==> src/rtl/trigger_capture_if.sv <==
// Record readout channel of trigger_capture.
//   rec_valid : head record present (driven by the capture block)
//   rec_ready : consumer accepts the head record this cycle
//   rec_id    : head trigger ID
//   rec_cycle : head timestamp
// master = record producer (trigger_capture), slave = record consumer.
interface trigger_capture_if #(
    parameter int ID_WIDTH    = 16,
    parameter int CYCLE_WIDTH = 64
);
    logic                   rec_valid;
    logic                   rec_ready;
    logic [ID_WIDTH-1:0]    rec_id;
    logic [CYCLE_WIDTH-1:0] rec_cycle;

    modport master (output rec_valid, output rec_id, output rec_cycle, input rec_ready);
    modport slave  (input rec_valid, input rec_id, input rec_cycle, output rec_ready);
endinterface

==> src/rtl/trigger_capture.sv <==
// trigger_capture: detects a rising edge on the synchronised trigger level,
// timestamps it with the reference cycle count, shifts in the serial trigger
// ID (MSB first) on the selected trigger-clock edge pulse and queues the
// completed {ID, timestamp} record in a first-word-fall-through FIFO.
//
// Ports
//   sampling_clk    sole clock
//   reset           synchronous, active-high
//   trig_in_sync    synchronised trigger level
//   trig_id_sync    synchronised serial ID data
//   clk_in_rising   one-cycle pulse on trigger clock rising edge
//   clk_in_falling  one-cycle pulse on trigger clock falling edge
//   cycle           reference cycle count
//   rec             record readout channel (trigger_capture_if.master)
//   fifo_level      number of stored records
//   interrupt       registered, high while the FIFO is non-empty
//   overflow        sticky, a completed record was dropped on a full FIFO
//   drop_count      saturating count of lost triggers
//   timeout_err     sticky capture timeout flag
//
// Optional feature: define TRIGGER_CAPTURE_TIMEOUT_EN to add a watchdog that
// aborts a capture after TIMEOUT_CYCLES clocks without an ID edge. Without
// it the capture waits indefinitely and timeout_err is tied low.
module trigger_capture #(
    parameter int ID_WIDTH       = 16,
    parameter int CYCLE_WIDTH    = 64,
    parameter int FIFO_DEPTH     = 4,
    parameter int SAMPLE_RISING  = 0,
    parameter int TIMEOUT_CYCLES = 1024,
    localparam int LEVEL_W       = $clog2(FIFO_DEPTH) + 1
) (
    input  logic                   sampling_clk,
    input  logic                   reset,
    input  logic                   trig_in_sync,
    input  logic                   trig_id_sync,
    input  logic                   clk_in_rising,
    input  logic                   clk_in_falling,
    input  logic [CYCLE_WIDTH-1:0] cycle,
    trigger_capture_if.master      rec,
    output logic [LEVEL_W-1:0]     fifo_level,
    output logic                   interrupt,
    output logic                   overflow,
    output logic [15:0]            drop_count,
    output logic                   timeout_err
);
    localparam int PTR_W = $clog2(FIFO_DEPTH);
    localparam int CNT_W = $clog2(ID_WIDTH + 1);

    generate
        if (ID_WIDTH < 1 || ID_WIDTH > 32) begin : g_bad_id_width
            $error("ID_WIDTH must be 1..32");
        end
        if (FIFO_DEPTH < 2 || (FIFO_DEPTH & (FIFO_DEPTH - 1)) != 0) begin : g_bad_depth
            $error("FIFO_DEPTH must be a power of two >= 2");
        end
        if (TIMEOUT_CYCLES < 1) begin : g_bad_timeout
            $error("TIMEOUT_CYCLES must be >= 1");
        end
    endgenerate

    typedef enum logic [1:0] {IDLE, CAPTURE, PUSH} state_t;

    state_t                 state_reg;
    logic                   trig_prev_reg;
    logic [ID_WIDTH-1:0]    sr_reg;
    logic [CNT_W-1:0]       bit_cnt_reg;
    logic [CYCLE_WIDTH-1:0] ts_reg;

    logic [ID_WIDTH-1:0]    mem_id    [FIFO_DEPTH];
    logic [CYCLE_WIDTH-1:0] mem_cycle [FIFO_DEPTH];
    logic [PTR_W-1:0]       wr_ptr_reg, rd_ptr_reg, rd_ptr_next;
    logic [LEVEL_W-1:0]     count_reg, count_next;
    logic [ID_WIDTH-1:0]    head_id_reg;
    logic [CYCLE_WIDTH-1:0] head_cycle_reg;
    logic                   valid_reg, irq_reg, overflow_reg;
    logic [15:0]            drop_reg, drop_next;
    logic [16:0]            drop_sum;
    logic [1:0]             drop_inc;

    logic                   trig_rise, id_edge, full, pop, push, push_drop, retrig_drop;
    logic                   load_push;
    logic [ID_WIDTH-1:0]    sr_shifted;

    assign trig_rise   = trig_in_sync & ~trig_prev_reg;
    assign id_edge     = (SAMPLE_RISING != 0) ? clk_in_rising : clk_in_falling;
    assign full        = (count_reg == LEVEL_W'(FIFO_DEPTH));
    assign pop         = valid_reg & rec.rec_ready;
    // A full FIFO still accepts the push when the head leaves in the same cycle.
    assign push        = (state_reg == PUSH) & (~full | pop);
    assign push_drop   = (state_reg == PUSH) & full & ~pop;
    assign retrig_drop = trig_rise & (state_reg != IDLE);

    generate
        if (ID_WIDTH == 1) begin : g_sr_one
            assign sr_shifted = trig_id_sync;
        end else begin : g_sr_wide
            assign sr_shifted = {sr_reg[ID_WIDTH-2:0], trig_id_sync};
        end
    endgenerate

`ifdef TRIGGER_CAPTURE_TIMEOUT_EN
    localparam int WD_W = $clog2(TIMEOUT_CYCLES + 1);
    logic [WD_W-1:0] wd_reg;
    logic            timeout_reg;
    logic            timeout_hit;
    assign timeout_hit = (state_reg == CAPTURE) & ~id_edge &
                         (wd_reg == WD_W'(TIMEOUT_CYCLES - 1));
    assign timeout_err = timeout_reg;
`else
    assign timeout_err = 1'b0;
`endif

    always_comb begin
        count_next  = count_reg + LEVEL_W'(push) - LEVEL_W'(pop);
        rd_ptr_next = rd_ptr_reg + PTR_W'(pop);
        // The pushed record becomes the head when nothing else remains in front of it.
        load_push   = push & ((count_reg == '0) | ((count_reg == LEVEL_W'(1)) & pop));
        drop_inc    = 2'(retrig_drop) + 2'(push_drop);
`ifdef TRIGGER_CAPTURE_TIMEOUT_EN
        drop_inc    = drop_inc + 2'(timeout_hit);
`endif
        drop_sum    = {1'b0, drop_reg} + 17'(drop_inc);
        drop_next   = drop_sum[16] ? 16'hFFFF : drop_sum[15:0];
    end

    // Capture state machine.
    always_ff @(posedge sampling_clk) begin
        if (reset) begin
            state_reg     <= IDLE;
            trig_prev_reg <= 1'b0;
            sr_reg        <= '0;
            bit_cnt_reg   <= '0;
            ts_reg        <= '0;
`ifdef TRIGGER_CAPTURE_TIMEOUT_EN
            wd_reg        <= '0;
            timeout_reg   <= 1'b0;
`endif
        end else begin
            trig_prev_reg <= trig_in_sync;
            case (state_reg)
                IDLE: begin
                    if (trig_rise) begin
                        ts_reg      <= cycle;
                        sr_reg      <= '0;
                        bit_cnt_reg <= '0;
`ifdef TRIGGER_CAPTURE_TIMEOUT_EN
                        wd_reg      <= '0;
`endif
                        state_reg   <= CAPTURE;
                    end
                end
                CAPTURE: begin
                    if (id_edge) begin
                        sr_reg      <= sr_shifted;
                        bit_cnt_reg <= bit_cnt_reg + 1'b1;
`ifdef TRIGGER_CAPTURE_TIMEOUT_EN
                        wd_reg      <= '0;
`endif
                        if (bit_cnt_reg == CNT_W'(ID_WIDTH - 1)) begin
                            state_reg <= PUSH;
                        end
                    end
`ifdef TRIGGER_CAPTURE_TIMEOUT_EN
                    else if (timeout_hit) begin
                        state_reg   <= IDLE;
                        timeout_reg <= 1'b1;
                    end else begin
                        wd_reg <= wd_reg + 1'b1;
                    end
`endif
                end
                PUSH:    state_reg <= IDLE;
                default: state_reg <= IDLE;
            endcase
        end
    end

    // Record storage: plain array with registered read into the head registers.
    always_ff @(posedge sampling_clk) begin
        if (push) begin
            mem_id[wr_ptr_reg]    <= sr_reg;
            mem_cycle[wr_ptr_reg] <= ts_reg;
        end
    end

    always_ff @(posedge sampling_clk) begin
        if (reset) begin
            wr_ptr_reg     <= '0;
            rd_ptr_reg     <= '0;
            count_reg      <= '0;
            head_id_reg    <= '0;
            head_cycle_reg <= '0;
            valid_reg      <= 1'b0;
            irq_reg        <= 1'b0;
            overflow_reg   <= 1'b0;
            drop_reg       <= '0;
        end else begin
            if (push) begin
                wr_ptr_reg <= wr_ptr_reg + 1'b1;
            end
            rd_ptr_reg <= rd_ptr_next;
            count_reg  <= count_next;
            valid_reg  <= (count_next != '0);
            irq_reg    <= (count_next != '0);
            // Head registers keep their last contents once the FIFO drains.
            if (load_push) begin
                head_id_reg    <= sr_reg;
                head_cycle_reg <= ts_reg;
            end else if (pop && count_reg > LEVEL_W'(1)) begin
                head_id_reg    <= mem_id[rd_ptr_next];
                head_cycle_reg <= mem_cycle[rd_ptr_next];
            end
            if (push_drop) begin
                overflow_reg <= 1'b1;
            end
            drop_reg <= drop_next;
        end
    end

    assign rec.rec_valid = valid_reg;
    assign rec.rec_id    = head_id_reg;
    assign rec.rec_cycle = head_cycle_reg;
    assign fifo_level    = count_reg;
    assign interrupt     = irq_reg;
    assign overflow      = overflow_reg;
    assign drop_count    = drop_reg;
endmodule
==> src/flat_wrapper.sv <==
// flat-port wrapper written by rule: the top's interface ports become plain ports
module trigger_capture_flat 
#(
    parameter int ID_WIDTH       = 16,
    parameter int CYCLE_WIDTH    = 64,
    parameter int FIFO_DEPTH     = 4,
    parameter int SAMPLE_RISING  = 0,
    parameter int TIMEOUT_CYCLES = 1024,
    localparam int LEVEL_W       = $clog2(FIFO_DEPTH) + 1
)
  (sampling_clk, reset, trig_in_sync, trig_id_sync, clk_in_rising, clk_in_falling, cycle, fifo_level, interrupt, overflow, drop_count, timeout_err, rec_rec_valid, rec_rec_id, rec_rec_cycle, rec_rec_ready);
  trigger_capture_if #(.ID_WIDTH(ID_WIDTH), .CYCLE_WIDTH(CYCLE_WIDTH)) rec_i ();
  input  logic sampling_clk;
  input  logic reset;
  input  logic trig_in_sync;
  input  logic trig_id_sync;
  input  logic clk_in_rising;
  input  logic clk_in_falling;
  input  logic [CYCLE_WIDTH-1:0] cycle;
  output logic [LEVEL_W-1:0] fifo_level;
  output logic interrupt;
  output logic overflow;
  output logic [15:0] drop_count;
  output logic timeout_err;
  output wire logic [$bits(rec_i.rec_valid)-1:0] rec_rec_valid;
  output wire logic [$bits(rec_i.rec_id)-1:0] rec_rec_id;
  output wire logic [$bits(rec_i.rec_cycle)-1:0] rec_rec_cycle;
  input wire logic [$bits(rec_i.rec_ready)-1:0] rec_rec_ready;
  assign rec_rec_valid = rec_i.rec_valid;
  assign rec_rec_id = rec_i.rec_id;
  assign rec_rec_cycle = rec_i.rec_cycle;
  assign rec_i.rec_ready = rec_rec_ready;
  trigger_capture #(.ID_WIDTH(ID_WIDTH), .CYCLE_WIDTH(CYCLE_WIDTH), .FIFO_DEPTH(FIFO_DEPTH), .SAMPLE_RISING(SAMPLE_RISING), .TIMEOUT_CYCLES(TIMEOUT_CYCLES)) u_core (.sampling_clk(sampling_clk), .reset(reset), .trig_in_sync(trig_in_sync), .trig_id_sync(trig_id_sync), .clk_in_rising(clk_in_rising), .clk_in_falling(clk_in_falling), .cycle(cycle), .rec(rec_i), .fifo_level(fifo_level), .interrupt(interrupt), .overflow(overflow), .drop_count(drop_count), .timeout_err(timeout_err));
endmodule
==> config.mk <==
export PLATFORM = sky130hd
export DESIGN_NAME = trigger_capture_flat
export DESIGN_NICKNAME = d
export VERILOG_FILES = /design/src/rtl/trigger_capture_if.sv /design/src/rtl/trigger_capture.sv /design/src/flat_wrapper.sv
export SDC_FILE = /design/constraint.sdc
export NUM_CORES = 1
export LEC_CHECK = 0
export CAP_MARGIN = 25
export CORE_UTILIZATION = 47
export CTS_CLUSTER_DIAMETER = 150
export CTS_CLUSTER_SIZE = 16
export DETAILED_ROUTE_END_ITERATION = 10
export PLACE_DENSITY = 0.68
export SETUP_SLACK_MARGIN = 0.3
export SLEW_MARGIN = 0
export SYNTH_ARGS = -nofsm -noshare
export SYNTH_HDL_FRONTEND = slang
export SYNTH_SLANG_ARGS = --single-unit
==> constraint.sdc <==
create_clock -name sampling_clk -period 3.75 [get_ports sampling_clk]
set_clock_uncertainty 0.1 [all_clocks]
set_input_delay 0.75 -clock sampling_clk [delete_from_list [all_inputs] [get_ports sampling_clk]]
set_output_delay 0.75 -clock sampling_clk [all_outputs]
set_load 0.005 [all_outputs]
==> impl_metrics.yaml <==
sta:
  fin_crit_ps: 3010
  fmax_ghz: 0.332
  finalSetupViolations: 0
  rsz0062_at_grt: "false"
  final_max_slew_viol_count: 0
  hold_ws_ps: 384
  post-route-period-util: 0.803
  maxSlewHeadroom: 0.377
  hold_violations: 0
  tns_ps: 0
  worst_pin_slew_ps: 935
global_route:
  grt_util_all_layers: 0.210
  grt_max_degree: 81
  grt_pass1_wl_mm: 67.1
  first_global_vias: 11500
  antenna_found_initial: 1
  global_route.overflow_total: 0
synth:
  synth_edf_count: 320
  syn_nets: 1327
  synth_seq_cells: 513
  synth.top_cells.by_area: "edfxtp_1 (50%), dfxtp_1 (20%), mux4_2 (9.4%), a221o_1 (4.2%), nor4b_1 (3.7%)"
  synth_top_area_cell: "edfxtp_1"
  synthArstFlopShare: 0
  syn_avg_cell_area_sq_um: 15.5
  syn-cell-area_sq_um: 19300
  yosysWarnings: 0
  syn-instance-count: 1242
  ys_types: 45
  ys.flop_type: "edfxtp_1"
  yosysTopAreaCellShare: 0.499
  yosysSeqAreaShare: 0.700
routing:
  detail-route-antenna-nets: 0
  via_per_inst: 5.82
  drt_wl_total_mm: 43.5
  drc_errors: 0
  dr.pass1.iters: 5
  num_vias: 11300
  wl_per_cell_microns: 22.3
  drt_iter0_markers: 878
floorplanning:
  die_w_microns: 204
  initial_utilization: 0.480
  dieArea_sq_um: 41800
  rows: 73
  die_h_microns: 204
  pin_count: 174
  core_area_sq_um: 40100
cts:
  clk_path_buf_depth: 3
  cts_tree: "done"
  cts_buffers: 38
  clk_latency_ps: 540
  post_cts_resized: 0
  htreeDepth: 2
  cts_sinks: 513
  cts_setup_buffers: 0
  holdBufCountCts: 0
  clk_pin_slew_ps: 70
  root_buffer: "clkbuf_16"
placement:
  gp_congestion: 0.738
  io_buffers: 171
  place_hpwl_mm: 23.4
cells_and_area:
  syn_to_final_growth_pct: 18.7
  largest_reg_flops: 256
  nets: 1478
  fillerInstances: 3148
  drive_gt1_frac: 0.120
  post-route-util: 0.570
  regMostFlops: "u_core.mem_cycle"
setup_path:
  worstPathArrival_ps: 3380
  reg2reg_from: "u_core.state_reg[1]"
  path_buf_inv: 2
  crit_start: "rec_rec_ready"
  crit_top_cell: "nand4_1"
  crit_type: "input port to register"
  cp_top_family: "simple AND/OR/NAND/NOR gates"
  path_max_fanout: 10
  crit_required_ps: 4120
  end_kind: "register"
  slowest_delay_ps: 440
  critPathSlowestCell: "fa_1"
  cp-start-kind: "input port"
  worstPathCellList: "clkdlybuf4s50_1 > nand2_1 > nand4_1 > fa_1 > inv_1 > ha_1 > nand4_1 > nor2_1 > nand3_1 > a21oi_1"
run_status:
  outcome: "complete, no violations"
worst_hold_path:
  min_path_type: "register to register"
  min_from: "u_core.overflow"
power_and_ir_drop:
  vdd_drop_max_v: 0.000241
  p_per_area_nw_per_um2: 449
  leakagePower_uw: 0.00738
run:
  maxCapViolations: 0
-- layout make-up --
class,count,area [sq um],area share
antenna,1,2.50,0.000110
inverter,17,63.8,0.00279
sequential,513,13500,0.590
tap,525,657,0.0288
clock inverter,1,16.3,0.000712
clock buffer,68,1130,0.0493
timing repair buffer,205,2160,0.0944
multi-input combinational,618,5350,0.234
-- cells in the final DEF, fill, tap and decap left out, types with 7 or more instances in the layout --
master	netlist	final
buf_12	0	15
clkbuf_16	0	41
a221o_1	80	80
ha_1	12	11
nor2b_1	7	7
nor2_1	18	18
nor3_1	7	7
mux4_2	80	80
dfxtp_1	193	193
clkdlybuf4s50_1	0	170
clkbuf_1	55	27
buf_4	4	19
nor4b_1	81	81
a21oi_1	96	96
xnor2_1	10	10
inv_1	17	17
edfxtp_1	320	320
nand3_1	25	25
nand2_1	154	154
-- path summary, 6_finish.rpt --
| check | depth (start not counted) | endpoint | slack [ps] |
|---|---|---|---|
| worst max-delay path | 10 | u_core.drop_count[1] | 740 |
| worst min-delay path | 2 | u_core.overflow | 380 |
| worst max register to register | 9 | u_core.drop_count[1] | 890 |
| worst min register to register | 2 | u_core.overflow | 380 |
-- cells in the mapped netlist, types with 2 or more instances --
master    number
inv_1         17
nor4_1         5
mux4_2        80
o21ai_0        4
dfxtp_1      193
buf_4          4
clkbuf_1      55
nand2_1      154
ha_1          12
buf_2         23
nor3_1         7
nand4_1        5
fa_1           2
buf_6          8
buf_1          4
nand3_1       25
mux2i_1        2
a21oi_1       96
a31oi_1        2
and2_1         5
nor2b_1        7
a221o_1       80
xor2_1         4
xnor2_1       10
and3_1         2
nor4b_1       81
edfxtp_1     320
nor2_1        18
-- metal layers --
metal / part of all wire / GRT usage
met2: 0.49 / 0.348
met1: 0.43 / 0.282
met3: 0.061 / 0.0407
met5: 0 / 0
met4: 0.020 / 0.0573
-- stage by stage --
step | std cells | power (uW) | cell area, sq um | worst slack [ps]
finish | 1948 | 10300 | 22800 | 738
global route | 1948 | 10600 | 22800 | 474
CTS | 1947 | 10400 | 22800 | 757
detailed placement | 1878 | 6500 | 21700 | 186
global placement | 1878 | 6490 | 21700 | 248
floorplan | 1242 | 6330 | 19300 | 835
-- power breakdown --
group | internal (uW) | leakage, uW | switching, uW
clock network | 2050 | 0.000544 | 1850
registers | 6010 | 0.00464 | 65.4
logic | 116 | 0.00219 | 175
-- worst min-delay path: stages, from the launching register on --
cell and delay, ps:
dfxtp_1 330, inv_1 60, a21oi_1 50
-- logic make-up after synthesis --
logic type               synth area share
buffers and inverters              0.0270
other                            0.000195
flip-flops                          0.700
multiplexers                       0.0946
AO/OA/AOI/OAI                      0.0715
XOR/XNOR                          0.00637
adder cells (fa/ha/maj)           0.00988
AND/OR/NAND/NOR                    0.0906
(Power assumes the default switching activity.)
